**src/rtl/walu_arbiter.sv**
```systemverilog
`timescale 1ns/1ps
// Round-robin front-end sharing one fixed-latency walu among N_REQ requesters.
// Each issue carries its requester id down a tag pipeline so the result is steered back.
module walu_arbiter #(
    parameter int N_REQ      = 4,
    parameter int DATA_WIDTH = 32,
    parameter int OP_WIDTH   = 4,
    parameter int ALU_LAT    = 2
) (
    input  logic                        clk,
    input  logic                        rst,
    input  logic [N_REQ-1:0]            req_valid,
    output logic [N_REQ-1:0]            req_ready,
    input  logic [N_REQ*DATA_WIDTH-1:0] req_a,
    input  logic [N_REQ*DATA_WIDTH-1:0] req_b,
    input  logic [N_REQ*OP_WIDTH-1:0]   req_op,
    output logic                        alu_valid,
    output logic [DATA_WIDTH-1:0]       alu_a,
    output logic [DATA_WIDTH-1:0]       alu_b,
    output logic [OP_WIDTH-1:0]         alu_op,
    input  logic [DATA_WIDTH-1:0]       alu_res,
    output logic [N_REQ-1:0]            rsp_valid,
    output logic [DATA_WIDTH-1:0]       rsp_res,
    output logic                        busy
);

    localparam int IDW = $clog2(N_REQ);
    localparam logic [N_REQ-1:0] ONE_HOT0 = {{(N_REQ-1){1'b0}}, 1'b1};

    logic [IDW-1:0]        r_ptr;
    logic                  r_alu_valid;
    logic [DATA_WIDTH-1:0] r_alu_a;
    logic [DATA_WIDTH-1:0] r_alu_b;
    logic [OP_WIDTH-1:0]   r_alu_op;
    logic [IDW-1:0]        r_issue_id;
    logic [ALU_LAT-1:0]    r_tag_v;
    logic [IDW-1:0]        r_tag_id [ALU_LAT];
    logic [N_REQ-1:0]      r_rsp_valid;
    logic [DATA_WIDTH-1:0] r_rsp_res;

    logic                  w_grant;
    logic [IDW-1:0]        w_winner;
    logic [IDW-1:0]        w_ptr_next;
    logic [DATA_WIDTH-1:0] w_a;
    logic [DATA_WIDTH-1:0] w_b;
    logic [OP_WIDTH-1:0]   w_op;
    logic                  w_tag_v;
    logic [IDW-1:0]        w_tag_id;

    // NOTE: every combinational output gets a default first so no path infers a latch.
    always_comb begin
        w_grant  = 1'b0;
        w_winner = '0;
        for (int k = 0; k < N_REQ; k++) begin
            if (!w_grant && req_valid[(int'(r_ptr) + k) % N_REQ]) begin
                w_grant  = 1'b1;
                w_winner = IDW'((int'(r_ptr) + k) % N_REQ);
            end
        end
        // A grant during reset would be a handshake nobody captures.
        if (rst) begin
            w_grant = 1'b0;
        end
    end

    always_comb begin
        w_a  = '0;
        w_b  = '0;
        w_op = '0;
        for (int i = 0; i < N_REQ; i++) begin
            if (w_winner == IDW'(i)) begin
                w_a  = req_a[i*DATA_WIDTH +: DATA_WIDTH];
                w_b  = req_b[i*DATA_WIDTH +: DATA_WIDTH];
                w_op = req_op[i*OP_WIDTH +: OP_WIDTH];
            end
        end
    end

    assign w_ptr_next = (w_winner == IDW'(N_REQ - 1)) ? '0 : w_winner + IDW'(1);
    assign req_ready  = w_grant ? (ONE_HOT0 << w_winner) : '0;

    // NOTE: sequential state uses non-blocking assignments so all flops update from pre-edge values.
    always_ff @(posedge clk or posedge rst) begin
        if (rst) begin
            r_ptr       <= '0;
            r_alu_valid <= 1'b0;
            r_alu_a     <= '0;
            r_alu_b     <= '0;
            r_alu_op    <= '0;
            r_issue_id  <= '0;
        end else begin
            r_alu_valid <= w_grant;
            if (w_grant) begin
                r_ptr      <= w_ptr_next;
                r_alu_a    <= w_a;
                r_alu_b    <= w_b;
                r_alu_op   <= w_op;
                r_issue_id <= w_winner;
            end
        end
    end

    // Tag stage k is valid in the cycle alu_valid+1+k; the last stage lines up with alu_res.
    always_ff @(posedge clk or posedge rst) begin
        if (rst) begin
            r_tag_v <= '0;
            for (int k = 0; k < ALU_LAT; k++) begin
                r_tag_id[k] <= '0;
            end
        end else begin
            r_tag_v[0]  <= r_alu_valid;
            r_tag_id[0] <= r_issue_id;
            for (int k = 1; k < ALU_LAT; k++) begin
                r_tag_v[k]  <= r_tag_v[k-1];
                r_tag_id[k] <= r_tag_id[k-1];
            end
        end
    end

    assign w_tag_v  = r_tag_v[ALU_LAT-1];
    assign w_tag_id = r_tag_id[ALU_LAT-1];

    always_ff @(posedge clk or posedge rst) begin
        if (rst) begin
            r_rsp_valid <= '0;
            r_rsp_res   <= '0;
        end else begin
            r_rsp_valid <= w_tag_v ? (ONE_HOT0 << w_tag_id) : '0;
            if (w_tag_v) begin
                r_rsp_res <= alu_res;
            end
        end
    end

    assign alu_valid = r_alu_valid;
    assign alu_a     = r_alu_a;
    assign alu_b     = r_alu_b;
    assign alu_op    = r_alu_op;
    assign rsp_valid = r_rsp_valid;
    assign rsp_res   = r_rsp_res;
    assign busy      = r_alu_valid | (|r_tag_v) | (|r_rsp_valid);

endmodule

```
**config.mk**
```make
export PLATFORM = sky130hd
export DESIGN_NAME = walu_arbiter
export DESIGN_NICKNAME = d
export VERILOG_FILES = /design/src/rtl/walu_arbiter.sv
export SDC_FILE = /design/constraint.sdc
export NUM_CORES = 1
export LEC_CHECK = 0
export CORE_AREA = 2 2 162 164
export DETAILED_ROUTE_END_ITERATION = 10
export DIE_AREA = 0 0 164 166
export PLACE_DENSITY = 0.66
export REMOVE_ABC_BUFFERS = 1
export SLEW_MARGIN = 20
export SYNTH_ARGS = -nofsm -noshare
export SYNTH_HDL_FRONTEND = slang
export SYNTH_SLANG_ARGS = --single-unit
```
**constraint.sdc**
```tcl
create_clock -name clk -period 7.37 [get_ports clk]
set_input_delay 1.474 -clock clk [delete_from_list [all_inputs] [get_ports clk]]
set_output_delay 1.474 -clock clk [all_outputs]
set_load 0.005 [all_outputs]
```
## Word-level counts from Yosys, hierarchy flattened

Cells that the tools add are included.

- Bits in registers: 115
- Output and inout bits: 110

- $add $sub $neg: 4
- $lt $le $gt $ge: 4
- Equality and inequality tests: 3
- Shift-type cells: 2
- Mux-type cells: 35
- Bitwise gates (word level): 5
- Reductions and logical operators: 12

Operators with widths:

| cell | number |
|---|---|
| $mux W32 | 8 |
| $mux W4 | 6 |
| $lt A3 B4 Y1 const B | 3 |
| $mux W1 | 12 |
| $mux W2 | 5 |
| $bmux W1 S2 | 4 |
| $reduce_or A2 Y1 | 4 |
| $shl A1 B2 Y4 const A | 2 |
| $add A2 B1 Y2 const B | 2 |
| $add A2 B2 Y2 const B | 2 |
| $eq A2 B2 Y1 const B | 2 |
| $reduce_or A4 Y1 | 1 |
| $and A1 B1 Y1 const A | 3 |
| $logic_and A1 B1 Y1 | 3 |
| $logic_not A1 Y1 | 3 |
| $lt A2 B3 Y1 const B | 1 |
| $eq A2 B1 Y1 const B | 1 |
| $logic_not A2 Y1 | 1 |
| $or A1 B1 Y1 | 2 |

## Longest topological paths before layout

- Depth after elaboration: 19
- Depth in mapped cells: 12

## Worst setup path after synthesis

OpenSTA, ideal clock, no wires.

- Path kind: input to output
- Start point: input rst
- End point: output req_ready[0]
- Data arrival time: 5.896 ns
- Data required time: 5.896 ns
- Path slack: 0.000 ns
- Cell stages on the path: 4
- Path buffers: 2
- Path through: inv_1 -> clkbuf_1 -> clkbuf_1 -> and3_1

- Cells in the longest elaborated chain, start to end: 2

Ends and longest elaborated chain:

| what | RTL line | RTL |
|---|---|---|
| start, declared | 11 | `input logic rst,` |
| $mux W1 | 61 | `if (rst) begin` |
| $mux W4 | 80 | `assign req_ready = w_grant ? (ONE_HOT0 << w_winner) : '0;` |
| end, declared | 13 | `output logic [N_REQ-1:0] req_ready,` |

Every way passes these cells.

## Worst setup path in the final report

- Start point: input req_valid[0]
- End point: output req_ready[2]

- Cells in the longest elaborated chain, start to end: 14
- Elaborated cells between the ends (all ways): 28
- Those cells by class: shift (1); mux (21); reduce/logical (6)

Ends and longest elaborated chain:

| what | RTL line | RTL |
|---|---|---|
| start, declared | 12 | `input logic [N_REQ-1:0] req_valid,` |
| $bmux W1 S2 | 55 | `if (!w_grant && req_valid[(int'(r_ptr) + k) % N_REQ]) begin` |
| $mux W1 (not written as such) | 55 |  |
| $mux W1 | 55 |  |
| $logic_not A1 Y1 | 55 |  |
| $logic_and A1 B1 Y1 | 55 |  |
| $mux W1 | 55 |  |
| $logic_not A1 Y1 | 55 |  |
| $logic_and A1 B1 Y1 | 55 |  |
| $mux W1 | 55 |  |
| $logic_not A1 Y1 | 55 |  |
| $logic_and A1 B1 Y1 | 55 |  |
| $mux W2 / $mux W1 (equally long branches) | 55 |  |
| $shl A1 B2 Y4 / $mux W1 (equally long branches) | 80, 61 |  |
| $mux W4 (*) | 80 |  |

Every way passes the cells marked *; elsewhere a longest branch is shown, timed or not. The select of a mux whose other input is x is not followed.

==> impl_metrics.env <==
export IMPL_status="complete, no violations"
export IMPL_crit_arrival_ns=4.30
export IMPL_cts_tree="built"
export IMPL_p_per_area_nw_per_um2=295
export IMPL_h_tree_depth=4
export IMPL_intPower_mw=2.25
export IMPL_die_width_um=164
export IMPL_syn_area_um2=6700
export IMPL_clkLatencyLatePin_ns=0.42
export IMPL_ys_warn_count=0
export IMPL_place_ws_ns=1.60
export IMPL_critPathMaxFanout=34
export IMPL_combPwrFrac_pct=47.7
export IMPL_path_class="in -> out"
export IMPL_initial_core_util_pct=26.2
export IMPL_rsz0062_at_grt="false"
export IMPL_drive_gt1_share_pct=7.52
export IMPL_cp_start_kind="primary input"
export IMPL_portBuffers=419
export IMPL_overflow=0
export IMPL_clock_fmax_mhz=173
export IMPL_nNetsFinal=1432
export IMPL_cts_root_buf="clkbuf_16"
export IMPL_gp_congestion=0.818
export IMPL_maxSlewHeadroom_pct=25.8
export IMPL_fin_util_pct=45.7
export IMPL_grt_usage_pct=18.8
export IMPL_grt_pass1_vias=7090
export IMPL_n_fill_cell=2486
export IMPL_firstDrtPassIters=4
export IMPL_yosys_register_bits=115
export IMPL_p_leak_nw=4.60
export IMPL_skew_ns=0.0215
export IMPL_vias=7384
export IMPL_fin_crit_ns=5.77
export IMPL_min_period_over_period_pct=78.3
export IMPL_drv_cap=0
export IMPL_critPathCaptureType="output port"
export IMPL_coreArea_um2=25600
export IMPL_drc=0
export IMPL_drt_iter0_markers=392
export IMPL_fp_dieH_um=166
export IMPL_drtAntennaViolNets=0
export IMPL_rows=59
export IMPL_synth_avg_cell_area_um2=8.94
export IMPL_mostFrequentLayoutCells="419 x clkdlybuf4s50_1, 137 x a21oi_1, 115 x dfrtp_1"
export IMPL_numCtsBuffers=17
export IMPL_crit_required_ns=5.90
export IMPL_hold_viol=0
export IMPL_rr_worst_depth=8
export IMPL_clkPwrFrac_pct=24.9
export IMPL_sw_frac_of_total_pct=35.0
export IMPL_worst_pin_slew_ns=1.11
export IMPL_antenna_found_initial=0
export IMPL_fin_tns_setup_ns=0
export IMPL_placed_cell_area_um2=11100
export IMPL_multi_input_area_um2=3260
export IMPL_whs_path_depth=0
export IMPL_slew_violations=0
export IMPL_hold_class="reg -> reg"
export IMPL_ff_latch_area_um2=2880
export IMPL_grt_pass1_wl_mm=39.6
export IMPL_post_cts_setup_buffers=0
export IMPL_yosysUniqueCellTypes=33
export IMPL_clkTransAtPathRegs_ns=0.07
export IMPL_p_switching_mw=1.21
export IMPL_synthCells=750
export IMPL_holdBufCountCts=0
export IMPL_post_cts_resized=0
export IMPL_setup_viol=0
export IMPL_viasPerCell=5.04
export IMPL_fin_cells=1466
export IMPL_diodes=0
export IMPL_cts_max_path_buffers=2
export IMPL_yosysSeqAreaShare_pct=42.9
export IMPL_area_growth_pct=74.8
export IMPL_seqPwrFrac_pct=27.4
export IMPL_die_area_um2=27200
export IMPL_wire_per_inst_um=18.2
export IMPL_final_area_um2=11700
export IMPL_fin_ws_ns=1.60
export IMPL_clock_sinks=115
export IMPL_dp_cells=1434
export IMPL_io_pin_count=420
export IMPL_totalWireLength_mm=26.7
export IMPL_final_common_cell="clkdlybuf4s50_1"
export IMPL_place_hpwl_mm=18.9
export IMPL_grt_max_degree=116
export IMPL_vdd_ir_drop_max_v=0.000126
cell type report:
| class | instances | share of cell area [%] |
|---|---|---|
| Clock buffer | 18 | 3.75 |
| Clock inverter | 14 | 1.43 |
| Inverter | 71 | 2.32 |
| Multi-Input combinational cell | 483 | 27.8 |
| Sequential cell | 115 | 24.6 |
| Tap cell | 335 | 3.58 |
| Timing Repair Buffer | 430 | 36.5 |
final timing paths:
path	slack, ns	from	to
hold reg to reg	0.34	r_tag_id[2]$_DFF_PP0_	w_tag_id[0]$_DFF_PP0_
max in group asynchronous	4.05	rst	rsp_res[10]$_DFFE_PP0P_
setup reg to reg	4.09	r_ptr[1]$_DFFE_PP0N_	alu_a[21]$_DFFE_PP0N_
min in group asynchronous	1.66	rst	alu_a[31]$_DFFE_PP0N_
hold / removal	0.34	r_tag_id[2]$_DFF_PP0_	w_tag_id[0]$_DFF_PP0_
setup / recovery	1.60	req_valid[0]	req_ready[2]
logic make-up after synthesis:
family | after synthesis | share of synthesized area, %
flip-flops | 115 | 42.9
AO/OA/AOI/OAI | 283 | 27.8
AND/OR/NAND/NOR | 162 | 13.8
buffers and inverters | 152 | 9.02
multiplexers | 34 | 5.71
adder cells (fa/ha/maj) | 4 | 0.747
Yosys cell counts:
master | n | area [µm²]
a21oi_1 | 137 | 686
dfrtp_1 | 115 | 2880
nand2_1 | 71 | 267
inv_1 | 70 | 263
nand3b_1 | 69 | 518
a221o_1 | 68 | 681
a31oi_1 | 68 | 425
clkbuf_1 | 57 | 214
mux2_2 | 34 | 383
buf_2 | 15 | 75.1
buf_1 | 7 | 26.3
and3_1 | 5 | 31.3
ha_1 | 4 | 50.1
nand2b_1 | 3 | 18.8
nor2_1 | 3 | 11.3
o21ai_0 | 3 | 15.0
a21o_1 | 2 | 15.0
buf_6 | 2 | 22.5
nor3_1 | 2 | 10.0
nor4_1 | 2 | 12.5
a21boi_0 | 1 | 7.51
and3b_1 | 1 | 8.76
and4_1 | 1 | 8.76
inv_2 | 1 | 3.75
nand2_4 | 1 | 11.3
nand4_1 | 1 | 6.26
nor3b_1 | 1 | 7.51
o2bb2ai_1 | 1 | 8.76
o31a_1 | 1 | 8.76
o31ai_1 | 1 | 7.51
o41ai_1 | 1 | 8.76
or3_1 | 1 | 6.26
or4_1 | 1 | 7.51
power groups by stage:
stage,sequential [mW],combinational [mW],clock [mW]
global route,0.975,1.80,0.921
detailed placement,0.957,1.67,0
global placement,0.949,1.66,0
floorplan,0.962,0.836,0
finish,0.949,1.65,0.862
CTS,0.950,1.67,0.891
per-stage QoR:
stage | hold WS, ns | power, mW
2_1_floorplan | 0.331 | 1.80
3_3_place_gp | 0.335 | 2.61
3_5_place_dp | 0.338 | 2.63
4_1_cts | 0.349 | 3.51
5_1_grt | 0.351 | 3.70
6_report | 0.340 | 3.46
critical path, stage by stage:
cell,delay (ns)
clkdlybuf4s50_1,0.49
or4_2,0.94
nand4_1,0.27
ha_4,0.39
and3_1,0.22
clkdlybuf4s50_1,0.50
flip-flops by register name (all words and copies together) (netlist names):
signal      cells
r_issue_id      2
alu_b          32
rsp_res        32
r_tag_id        2
rsp_valid       4
w_tag_id        2
r_tag_v         2
r_ptr           2
alu_valid       1
alu_op          4
alu_a          32
routing by layer:
layer  global-route usage, %  wire (µm)
met4                    6.29        702
met2                    33.1      13100
met5                       0          0
met1                    21.4      10400
met3                    5.84       2520
(Power assumes the default switching activity.)
